$ cat src/rtl/store_image.sv
// store_image: DMA write-back engine for a CNN layer result.
// Reads an N x N feature map (N = img_size clamped to 32) from the result
// buffer, packs it into BLOCK_SIZE-word blocks (tail zero-padded) and hands
// each block to the DMA controller at consecutive external addresses.
// Optional build macro STORE_IMAGE_RELU_EN applies ReLU to captured words.
module store_image #(
  parameter int MEM_ADDR_SIZE = 20,
  parameter int DATA_SIZE     = 16,
  parameter int BLOCK_SIZE    = 25,
  parameter int BUF_ADDR_SIZE = 10
) (
  input  logic                            clk,
  input  logic                            rst,
  input  logic                            start,
  input  logic [DATA_SIZE-1:0]            img_size,
  input  logic [MEM_ADDR_SIZE-1:0]        init_addr,
  output logic                            src_rd_en,
  output logic [BUF_ADDR_SIZE-1:0]        src_addr,
  input  logic [DATA_SIZE-1:0]            src_data,
  output logic                            dma_enable,
  input  logic                            dma_ack,
  output logic                            rw,
  output logic [MEM_ADDR_SIZE-1:0]        address,
  output logic [BLOCK_SIZE*DATA_SIZE-1:0] block_out,
  output logic                            busy,
  output logic                            done
);

  localparam int MAX_N  = 32;
  localparam int CNT_W  = 11;                      // holds 32*32 = 1024
  localparam int SLOT_W = $clog2(BLOCK_SIZE + 1);  // counts 0..BLOCK_SIZE

  typedef enum logic [2:0] {S_IDLE, S_FILL, S_ISSUE, S_NEXT, S_DONE} state_t;

  state_t            state;
  logic [CNT_W-1:0]  total;     // N*N words in this feature map
  logic [CNT_W-1:0]  w;         // next buffer word to request
  logic [SLOT_W-1:0] j;         // FILL cycle within the current block
  logic              rd_q;      // a read was issued last cycle
  logic [5:0]        n_clamp;
  logic [CNT_W-1:0]  total_in;
  logic [SLOT_W-1:0] slot_idx;
  logic [DATA_SIZE-1:0] cap_word;

  // Clamp the side length and form the word count from the live inputs.
  assign n_clamp  = (img_size > DATA_SIZE'(MAX_N)) ? 6'(MAX_N) : img_size[5:0];
  assign total_in = CNT_W'(n_clamp) * CNT_W'(n_clamp);

  // Data requested in FILL cycle j-1 arrives in cycle j and fills slot j-1.
  assign slot_idx = j - SLOT_W'(1);

`ifdef STORE_IMAGE_RELU_EN
  // Negative two's-complement words are clamped to zero on capture.
  assign cap_word = src_data[DATA_SIZE-1] ? '0 : src_data;
`else
  assign cap_word = src_data;
`endif

  // Transfer sequencer: all outputs are registered here. The request for
  // the first slot of a block is issued on the edge that enters FILL, so a
  // block takes exactly BLOCK_SIZE+1 FILL cycles. The last block is detected
  // when the read pointer has passed the map (equivalent to blk+1 == blocks).
  always_ff @(posedge clk) begin
    if (rst) begin
      state      <= S_IDLE;
      src_rd_en  <= 1'b0;
      src_addr   <= '0;
      dma_enable <= 1'b0;
      rw         <= 1'b1;
      address    <= '0;
      // NOTE: block_out is a flat register bank rather than a RAM, so it
      // can take a reset without blocking RAM inference.
      block_out  <= '0;
      busy       <= 1'b0;
      done       <= 1'b0;
      total      <= '0;
      w          <= '0;
      j          <= '0;
      rd_q       <= 1'b0;
    end else begin
      // NOTE: non-blocking assignments throughout, so every branch below
      // reads the pre-edge value of each register regardless of order.
      rd_q <= src_rd_en;
      case (state)
        S_IDLE: begin
          if (start) begin
            total    <= total_in;
            address  <= init_addr;
            rw       <= 1'b0;
            busy     <= 1'b1;
            done     <= 1'b0;
            j        <= '0;
            src_addr <= '0;
            w        <= CNT_W'(1);
            if (total_in == '0) begin
              state <= S_DONE;
            end else begin
              src_rd_en <= 1'b1;
              state     <= S_FILL;
            end
          end
        end

        S_FILL: begin
          if (j != '0)
            block_out[int'(slot_idx)*DATA_SIZE +: DATA_SIZE] <= rd_q ? cap_word : '0;
          if (j >= SLOT_W'(BLOCK_SIZE - 1)) begin
            src_rd_en <= 1'b0;
          end else begin
            src_rd_en <= (w < total);
            src_addr  <= BUF_ADDR_SIZE'(w);
            w         <= w + CNT_W'(1);
          end
          if (j == SLOT_W'(BLOCK_SIZE)) begin
            dma_enable <= 1'b1;
            state      <= S_ISSUE;
          end
          j <= j + SLOT_W'(1);
        end

        S_ISSUE: begin
          if (dma_ack) begin
            dma_enable <= 1'b0;
            state      <= S_NEXT;
          end
        end

        S_NEXT: begin
          address <= address + MEM_ADDR_SIZE'(BLOCK_SIZE);
          if (w >= total) begin
            state <= S_DONE;
          end else begin
            j         <= '0;
            src_rd_en <= 1'b1;
            src_addr  <= BUF_ADDR_SIZE'(w);
            w         <= w + CNT_W'(1);
            state     <= S_FILL;
          end
        end

        S_DONE: begin
          busy  <= 1'b0;
          done  <= 1'b1;
          rw    <= 1'b1;
          state <= S_IDLE;
        end

        default: state <= S_IDLE;
      endcase
    end
  end

endmodule

$ cat config.mk
export PLATFORM = sky130hd
export DESIGN_NAME = store_image
export DESIGN_NICKNAME = d
export VERILOG_FILES = /design/src/rtl/store_image.sv
export SDC_FILE = /design/constraint.sdc
export NUM_CORES = 1
export LEC_CHECK = 0
export ABC_CLOCK_PERIOD_IN_PS = 6300
export CAP_MARGIN = 20
export CORE_MARGIN = 3
export CORE_UTILIZATION = 40
export CTS_CLUSTER_DIAMETER = 120
export DETAILED_ROUTE_END_ITERATION = 10
export GPL_ROUTABILITY_DRIVEN = 0
export PLACE_DENSITY = 0.73
export SYNTH_ARGS = -nofsm -noshare
export SYNTH_HDL_FRONTEND = slang
export SYNTH_SLANG_ARGS = --single-unit
export TNS_END_PERCENT = 50
$ cat constraint.sdc
create_clock -name clk -period 6.3 [get_ports clk]
set_input_delay 0.63 -clock clk [delete_from_list [all_inputs] [get_ports clk]]
set_output_delay 0.63 -clock clk [all_outputs]
set_load 0.005 [all_outputs]
==> impl_metrics.ini <==
[outcome]
status = finished, final reports clean

[placement]
post-dp-hpwl_um = 47200
numPortBuffers = 490

[routing]
antenna_left = 0
drtIter0Drc = 1463
wl_per_cell_um = 21.5
first_pass_iters = 5
vias = 17200
totalWireLength_um = 66700
drc = 0
viasPerCell = 5.54

[power_and_ir_drop]
peakVddDrop_mv = 0.233
p_leak_uw = 0.00914
power_density_nw_per_um2 = 248

[timing]
worst_slew_pin_slew_ns = 1.09
clock_skew_ns = 0.0149
fin_crit_ns = 4.83
post-route-period-util_pct = 76.6
finalSetupViolCount = 0
tns_ns = 0
fmax_ghz = 0.207
hold_violations = 0
grt_setup_unrepaired = no
slew_headroom_pct = 27.3
drv_slew = 0

[yosys]
synth_flop_cell = dfxtp_1
synth.largest_area_cell = dfxtp_1
synthArstFlopShare_pct = 0
synth_compound_area_share_pct = 17.3
synth_top_family_by_area = simple AND/OR/NAND/NOR gates
synth_cell_types = 67
ys.warnings.count = 0
synth.area.top_cells = dfxtp_1, nand2b_1, o2bb2ai_1
synth-edff-count = 0
seq_area_frac_synth_pct = 49.3
syn_inst = 2043
synth_simple_gate_area_share_pct = 21.6
synth_adder_area_share_pct = 2.97
synth_xor_area_share_pct = 0.689
yosys.area.top_type_share_pct = 49.3
muxShareOfSynthArea_pct = 3.56
ys_ff_latch = 465
synth_area_um2 = 18900
syn_area_per_cell_um2 = 9.25

[global_route]
gr-total-overflow = 0
grt_max_degree = 151
grt_pass1_wl_um = 101000
antenna_found_initial = 0
grt_pass1_vias = 16400
grt_use_total_pct = 25.5

[clocking]
cts_buffer_depth = 3
cts_tree = built
clkTransAtPathRegs_ns = 0.06
insertion_delay_ns = 0.58
ctsHoldBuffers = 0
h-tree-depth = 2
post-cts-setup-buffers = 0
clock_sinks = 465
cts_buffers = 49
cts.repair.resized = 0
clock-root-buffer = clkbuf_16

[floorplan]
start_util_pct = 40.5
core_um2 = 46700
dieArea_um2 = 49900
die_y_um = 223
ios = 491
num_rows = 79
die_width_um = 223

[finish]
diodes = 0
fin_util_pct = 55.2
drive_above_1_share_pct = 6.10
area.growth.synth_to_final_pct = 36.3
mostFrequentLayoutCells = clkdlybuf4s50_1, dfxtp_1, nand2b_1, nand3_1, o21ai_0
final_common_cell = clkdlybuf4s50_1
fin_nets = 2548

[worst_setup_path]
worst_setup_path_end_kind = flop
crit_path_max_fanout = 13
arrival_ns = 5.29
cp_cell_sequence = clkdlybuf4s50_1, nor4_1, and3_1, nand2_1, inv_1, nand2_1, fa_1, fa_1, fa_1, inv_1, ha_1, and3b_1, o2bb2ai_1, o21ai_0, xnor2_1, nand4b_1, a221o_1
critPathLaunchType = input port
worstSetupPathType = in -> reg
path_common_cell = fa_1
required_ns = 6.76
crit_slowest_cell = fa_1
critPathMaxStageDelay_ns = 0.54

[flow_run]
maxCapViolations = 0

[hold_path]
hold_path_class = reg -> reg
==> registers in the layout, summed over array words and instances, names as in the netlist, 3 cells and up <==
register and count:
address 20, block_out 400, j 5, src_addr 10, state 3, total 10, w 11
==> critical path: cells and delay by family <==
family | cells | cell delay (ns)
AOI/OAI and AO/OA | 3 | 0.67
and+or+nand+nor | 6 | 1.27
buffers and inverters | 3 | 0.55
adders and majority gates | 4 | 1.89
xor gates and xnor gates | 1 | 0.26
==> synth_stat cells, drive strengths merged, types with 3 or more instances <==
cell type	number
nand2b	200
nor3b	7
a311oi	3
and3	25
xor2	3
a211oi	10
o2bb2ai	137
nor2	60
and2	7
nor4	16
nor4b	4
nand4	20
ha	32
clkbuf	127
and4	5
nand2	150
a32o	16
mux2i	66
dfxtp	465
or3	13
a221oi	5
a22o	29
or3b	4
nor3	39
and3b	3
nor2b	6
a21oi	90
nand3b	4
buf	50
a21o	5
o211ai	6
inv	34
fa	8
xnor2	11
nand3	192
o21ai	161
a31oi	6
==> area by class of cell <==
| type | count | area, um2 |
|---|---|---|
| tap | 607 | 759 |
| timing repair buffer | 532 | 5240 |
| clock inverter | 14 | 83.8 |
| multi-input combinational | 1370 | 8830 |
| clock buffer | 75 | 1400 |
| sequential | 465 | 9310 |
| fill | 4169 | 20900 |
| inverter | 34 | 128 |
==> through the flow <==
stage / cells / total power, uW / hold WS, ns / worst slack (ns) / instance area, um2
floorplan: 2046 / 3450 / 0.436 / 1.57 / 18900
global placement: 2993 / 3700 / 0.443 / 1.00 / 24100
global route: 3097 / 6610 / 0.475 / 1.09 / 25800
finish: 3097 / 6390 / 0.456 / 1.47 / 25800
detailed placement: 2998 / 3710 / 0.445 / 0.876 / 24200
CTS: 3087 / 6430 / 0.459 / 1.48 / 25700
==> metal layers <==
| metal | GRT usage, % | share of wire [%] |
|---|---|---|
| met4 | 7.72 | 3.0 |
| met5 | 0 | 0 |
| met2 | 43.1 | 48 |
| met1 | 32.6 | 42 |
| met3 | 5.83 | 7.6 |
==> power by group <==
part	internal, uW	switching, uW
clock	1530	1200
combinational	205	452
sequential	2970	35.0
==> worst paths after layout <==
| check | from | endpoint | slack [ns] | cells past startpoint |
|---|---|---|---|---|
| max | img_size[15] | state[0] | 1.47 | 17 |
| min | total[4] | total[4] | 0.46 | 2 |
| max reg2reg | j[0] | block_out[166] | 1.93 | 10 |
| min reg2reg | total[4] | total[4] | 0.46 | 2 |
==> cells by family after synthesis <==
group	count (synthesis)
other	2
XOR/XNOR	14
multiplexers	67
AO/OA/AOI/OAI	483
AND/OR/NAND/NOR	761
flip-flops	465
buffers and inverters	211
adder cells (fa/ha/maj)	40
No activity file was read; power rests on OpenSTA's default activity.
